**src/rtl/lstm_h_pingpong.sv**
```systemverilog
// Double-buffered LSTM hidden-state store: group writes, random reads, bank swap per timestep.
// The streaming drain FSM is built only when LSTM_H_DRAIN_EN is defined.
module lstm_h_pingpong #(
    parameter int D_WL         = 24,
    parameter int UNITS_NUM    = 5,
    parameter int ALL_CELL_NUM = 30,
    parameter int ADDR_W       = 8
) (
    input  logic                      clk,
    input  logic                      rst_n,
    input  logic                      seq_rst,
    input  logic                      wr_valid,
    input  logic [ADDR_W-1:0]         wr_addr,
    input  logic [D_WL*UNITS_NUM-1:0] wr_data,
    input  logic                      step_done,
    input  logic                      rd_en,
    input  logic [ADDR_W-1:0]         rd_addr,
    output logic [D_WL-1:0]           rd_data,
    output logic                      rd_valid,
    input  logic                      drain_start,
    input  logic                      drain_ready,
    output logic                      drain_valid,
    output logic [D_WL-1:0]           drain_data,
    output logic                      drain_busy,
    output logic                      drain_done,
    output logic                      bank_sel,
    output logic                      err
);
    localparam int GROUPS = ALL_CELL_NUM / UNITS_NUM;
    localparam int CW     = (ALL_CELL_NUM > 1) ? $clog2(ALL_CELL_NUM) : 1;
    localparam logic [ADDR_W-1:0] CELLS_A  = ADDR_W'(ALL_CELL_NUM);
    localparam logic [ADDR_W-1:0] GROUPS_A = ADDR_W'(GROUPS);

    logic [D_WL-1:0] mem [2][ALL_CELL_NUM];
    logic            swap_now;
    logic            swap_err;
    logic            wr_err;
    logic            rd_ok;

    assign rd_ok  = rd_addr < CELLS_A;
    assign wr_err = wr_valid && (wr_addr >= GROUPS_A);

    // Write bank is mem[bank_sel], read bank is mem[~bank_sel].
    always_ff @(posedge clk or negedge rst_n) begin
        if (!rst_n) begin
            for (int unsigned c = 0; c < ALL_CELL_NUM; c++) begin
                mem[0][c] <= '0;
                mem[1][c] <= '0;
            end
            bank_sel <= 1'b0;
            rd_data  <= '0;
            rd_valid <= 1'b0;
            err      <= 1'b0;
        end else if (seq_rst) begin
            for (int unsigned c = 0; c < ALL_CELL_NUM; c++) begin
                mem[0][c] <= '0;
                mem[1][c] <= '0;
            end
            bank_sel <= 1'b0;
            rd_data  <= '0;
            rd_valid <= 1'b0;
            err      <= 1'b0;
        end else begin
            for (int unsigned c = 0; c < ALL_CELL_NUM; c++) begin
                if (wr_valid && wr_addr == ADDR_W'(c / UNITS_NUM))
                    mem[bank_sel][c] <= wr_data[(c % UNITS_NUM)*D_WL +: D_WL];
            end
            if (swap_now)
                bank_sel <= ~bank_sel;
            rd_valid <= rd_en;
            if (rd_en)
                rd_data <= rd_ok ? mem[~bank_sel][rd_addr[CW-1:0]] : '0;
            if (wr_err || (rd_en && !rd_ok) || swap_err)
                err <= 1'b1;
        end
    end

`ifdef LSTM_H_DRAIN_EN
    typedef enum logic [1:0] {IDLE, DRAIN, SWAP_PEND} state_t;

    state_t          state, state_nx;
    logic            pend, pend_nx;
    logic [CW-1:0]   cnt, cnt_nx;
    logic            done_nx;

    always_ff @(posedge clk or negedge rst_n) begin
        if (!rst_n) begin
            state      <= IDLE;
            pend       <= 1'b0;
            cnt        <= '0;
            drain_done <= 1'b0;
        end else if (seq_rst) begin
            state      <= IDLE;
            pend       <= 1'b0;
            cnt        <= '0;
            drain_done <= 1'b0;
        end else begin
            state      <= state_nx;
            pend       <= pend_nx;
            cnt        <= cnt_nx;
            drain_done <= done_nx;
        end
    end

    // A swap requested mid-drain is parked and applied from SWAP_PEND, the drain_done cycle.
    always_comb begin
        state_nx = state;
        pend_nx  = pend;
        cnt_nx   = cnt;
        done_nx  = 1'b0;
        swap_now = 1'b0;
        swap_err = 1'b0;
        case (state)
            IDLE: begin
                swap_now = step_done;
                if (drain_start) begin
                    state_nx = DRAIN;
                    cnt_nx   = '0;
                end
            end
            DRAIN: begin
                if (step_done) begin
                    if (pend) swap_err = 1'b1;
                    else      pend_nx  = 1'b1;
                end
                if (drain_ready) begin
                    if (cnt == CW'(ALL_CELL_NUM - 1)) begin
                        done_nx  = 1'b1;
                        cnt_nx   = '0;
                        state_nx = (pend || step_done) ? SWAP_PEND : IDLE;
                    end else begin
                        cnt_nx = cnt + 1'b1;
                    end
                end
            end
            SWAP_PEND: begin
                swap_now = 1'b1;
                swap_err = step_done;
                pend_nx  = 1'b0;
                state_nx = IDLE;
            end
            default: state_nx = IDLE;
        endcase
    end

    assign drain_valid = (state == DRAIN);
    assign drain_busy  = (state == DRAIN);
    assign drain_data  = drain_valid ? mem[~bank_sel][cnt] : '0;
`else
    logic unused_drain;

    assign unused_drain = drain_start ^ drain_ready;
    assign swap_now     = step_done;
    assign swap_err     = 1'b0;
    assign drain_valid  = 1'b0;
    assign drain_data   = '0;
    assign drain_busy   = 1'b0;
    assign drain_done   = 1'b0;
`endif

endmodule

```
**config.mk**
```make
export PLATFORM = sky130hd
export DESIGN_NAME = lstm_h_pingpong
export DESIGN_NICKNAME = d
export VERILOG_FILES = /design/src/rtl/lstm_h_pingpong.sv
export SDC_FILE = /design/constraint.sdc
export NUM_CORES = 2
export LEC_CHECK = 0
export BUFFER_PORTS_ARGS = -buffer_cell sky130_fd_sc_hd__clkbuf_2
export CAP_MARGIN = 20
export CORE_MARGIN = 10
export CORE_UTILIZATION = 48
export CTS_CLUSTER_DIAMETER = 40
export CTS_CLUSTER_SIZE = 10
export DETAILED_ROUTE_END_ITERATION = 10
export SETUP_SLACK_MARGIN = 0.02
export SYNTH_ARGS = -nofsm -noshare
export SYNTH_HDL_FRONTEND = slang
export SYNTH_SLANG_ARGS = --single-unit
```
**constraint.sdc**
```tcl
create_clock -name clk -period 3.64 [get_ports clk]
set_input_delay 0.546 -clock clk [delete_from_list [all_inputs] [get_ports clk]]
set_output_delay 0.546 -clock clk [all_outputs]
set_load 0.005 [all_outputs]
```
==> results.cfg <==
[floorplanning]
die_y_um = 413
num_io_pins = 198
dieArea_um2 = 171000
core_area_um2 = 154000
num_rows = 144
dieWidth_um = 413
start_util_pct = 48.3

[timing]
rsz0062_at_grt = false
fin_setup_tns_ps = 0
finalSetupViolations = 0
max_freq_mhz = 337
hold_slack_ps = 149
finalHoldViolCount = 0
fin_skew_ps = 27.3
fin_crit_ps = 2970
maxSlewHeadroom_pct = 16.2
final_max_slew_viol_count = 0
timing.final.crit_share_pct = 81.6
tightestPinTransition_ps = 1260

[run_status]
outcome = finished, final reports clean

[synthesis]
synth_edf_count = 0
synthArstFlopShare_pct = 100
synthesis.area_um2 = 74300
synth-seq-cells = 1467
ys_types = 53
synth_area_per_cell_um2 = 9.57
yosysWarnings = 0
syn_inst = 7761
synth_ff_type = dfrtp_1
ys_seq_area_share_pct = 49.4

[global_routing]
grt_antenna_before_repair = 78
grtUsageTotal_pct = 32.8
first_global_vias = 64300
grt_pass1_wl_um = 431000
grt_max_degree = 241
grt.overflow.total = 0

[drt]
final_antenna_net_count = 0
vias_per_cell = 6.86
route.detailed.drc = 0
routed_wl_um = 287000
wl_per_cell_um = 29.8
first_iter_violations = 9335
num_vias = 66000
dr.pass1.iters = 6

[setup_path]
crit_start = bank_sel
path_class = flop to output pin
slowest_stage = dfrtp_4
reg2reg_to = rd_data[20]
cp_data_arrival_time_ps = 2420
cp_cell_sequence = buf_4 > clkbuf_2
crit_fanout = 26
required_ps = 3090
cp-endpoint = bank_sel
endpoint_kind = output pin
start_kind = flop
ff2ff_path_depth = 5
critPathMaxStageDelay_ps = 860
reg2reg_from = bank_sel
worst-r2r-setup-slack_ps = 710

[placed_design]
gp_congestion = 0.867
hpwl_um = 165000
postPlaceCellArea_um2 = 76900
io_buffers = 168

[finish]
utilization_pct = 54.8
final_common_cell = dfrtp_1
final_cell_mix = dfrtp_1, a21oi_1, nand3_1
seqCellArea_um2 = 36700
fin_nets = 7507
fill_cells = 13600
final_layout_size_suffix_gt1_share_pct = 15.9
syn2layout_area_growth_pct = 13.5
stdcell_area_um2 = 84300
multiInputGateArea_um2 = 33200

[power]
irDropWorstVdd_uv = 471
p_leak_uw = 0.0328
p_per_area_nw_per_um2 = 478

[cts]
clk_latency_ps = 830
cts_max_path_buffers = 3
cts_made_buffers = 213
htree_num_levels = 4
postCtsSetupBuffers = 0
cts_sinks = 1467
cts-root-buf = clkbuf_16
cts_tree = yes
clkTransAtPathRegs_ps = 60

[hold_path]
hp-class = primary input to flop

[run]
cap_violations = 0
-- timing repair --
action / CTS / global route
hold buffers: 3 / 0
endpoints found under the hold margin: 78 / 0
resized for setup: 0 / 0
-- through the flow --
step / power [uW] / worst slack [ps] / instances
4_1_cts: 40400 / 582 / 9570
3_5_place_dp: 19500 / 559 / 9189
2_1_floorplan: 18100 / 1280 / 7787
6_report: 40300 / 671 / 9622
5_1_grt: 41300 / 565 / 9612
3_3_place_gp: 19500 / 596 / 9189
-- cell families (layout without fill, tap and decap cells) --
logic type | count (synthesis) | in the layout | synth area share (%)
buffers and inverters | 1095 | 834 | 6.18
DFF | 1467 | 1467 | 49.4
muxes | 475 | 475 | 11.4
AOI/OAI and AO/OA | 3134 | 3134 | 22.1
other | 1 | 79 | 0.00505
and+or+nand+nor | 1588 | 1588 | 10.8
xor gates and xnor gates | 1 | 1 | 0.0118
-- worst min path at each step --
stage | cells past startpoint | to | startpoint
final | 3 | mem[1075] | wr_data[19]
after CTS | 3 | mem[305] | wr_data[65]
after detailed placement | 2 | mem[1324] | mem[1324]
after global routing | 3 | mem[43] | wr_data[91]
after floorplan | 0 | bank_sel | rst_n
after global placement | 2 | err | err
-- sequential cells by signal, indices dropped and copies added, names as in the netlist --
signal / cells
rd_valid: 1
rd_data: 24
mem: 1440
bank_sel: 1
err: 1
-- per-layer routing --
layer  routed length (um)  up-vias  track usage, %
li1                     -    27800               -
met1               113000    33600            44.2
met2               129000     3806            48.3
met3                29300      677            8.45
met4                14900       16            18.5
met5                   92        -               0
-- cell usage after synthesis, drive strengths merged, types with 20 or more instances --
| cell type | n | share of area (%) |
|---|---|---|
| a221o | 21 | 0.28 |
| buf | 272 | 2.0 |
| mux2 | 68 | 1.0 |
| o221ai | 21 | 0.25 |
| o211ai | 50 | 0.51 |
| nand2 | 57 | 0.29 |
| mux2i | 115 | 1.6 |
| nand3 | 1444 | 9.7 |
| mux4 | 292 | 8.9 |
| dfrtp | 1467 | 49 |
| a311o | 20 | 0.27 |
| clkbuf | 818 | 4.1 |
| a22oi | 49 | 0.50 |
| nand4 | 28 | 0.24 |
| a21oi | 1460 | 9.8 |
| o21ai | 1452 | 9.8 |
-- layout make-up --
| class | count | area share [%] |
|---|---|---|
| diodes | 52 | 0.154 |
| clock buffers | 276 | 7.01 |
| clock inverters | 102 | 1.53 |
| inverters | 5 | 0.0223 |
| multi-input cells | 5225 | 39.3 |
| flip-flops and latches | 1467 | 43.5 |
| well taps | 2044 | 3.03 |
| repair buffers | 451 | 5.35 |
-- power breakdown --
| part | internal [uW] | switching (uW) | total (uW) |
|---|---|---|---|
| clock network | 13100 | 7890 | 21000 |
| registers | 16300 | 31.9 | 16400 |
| logic | 656 | 2280 | 2940 |
-- worst max-delay path, delay by kind of cell, from the launching register on --
family / cells / cell delay, ps
flip-flops: 1 / 860
buffers and inverters: 2 / 720
Note: power is estimated with default switching activity, not from simulation.
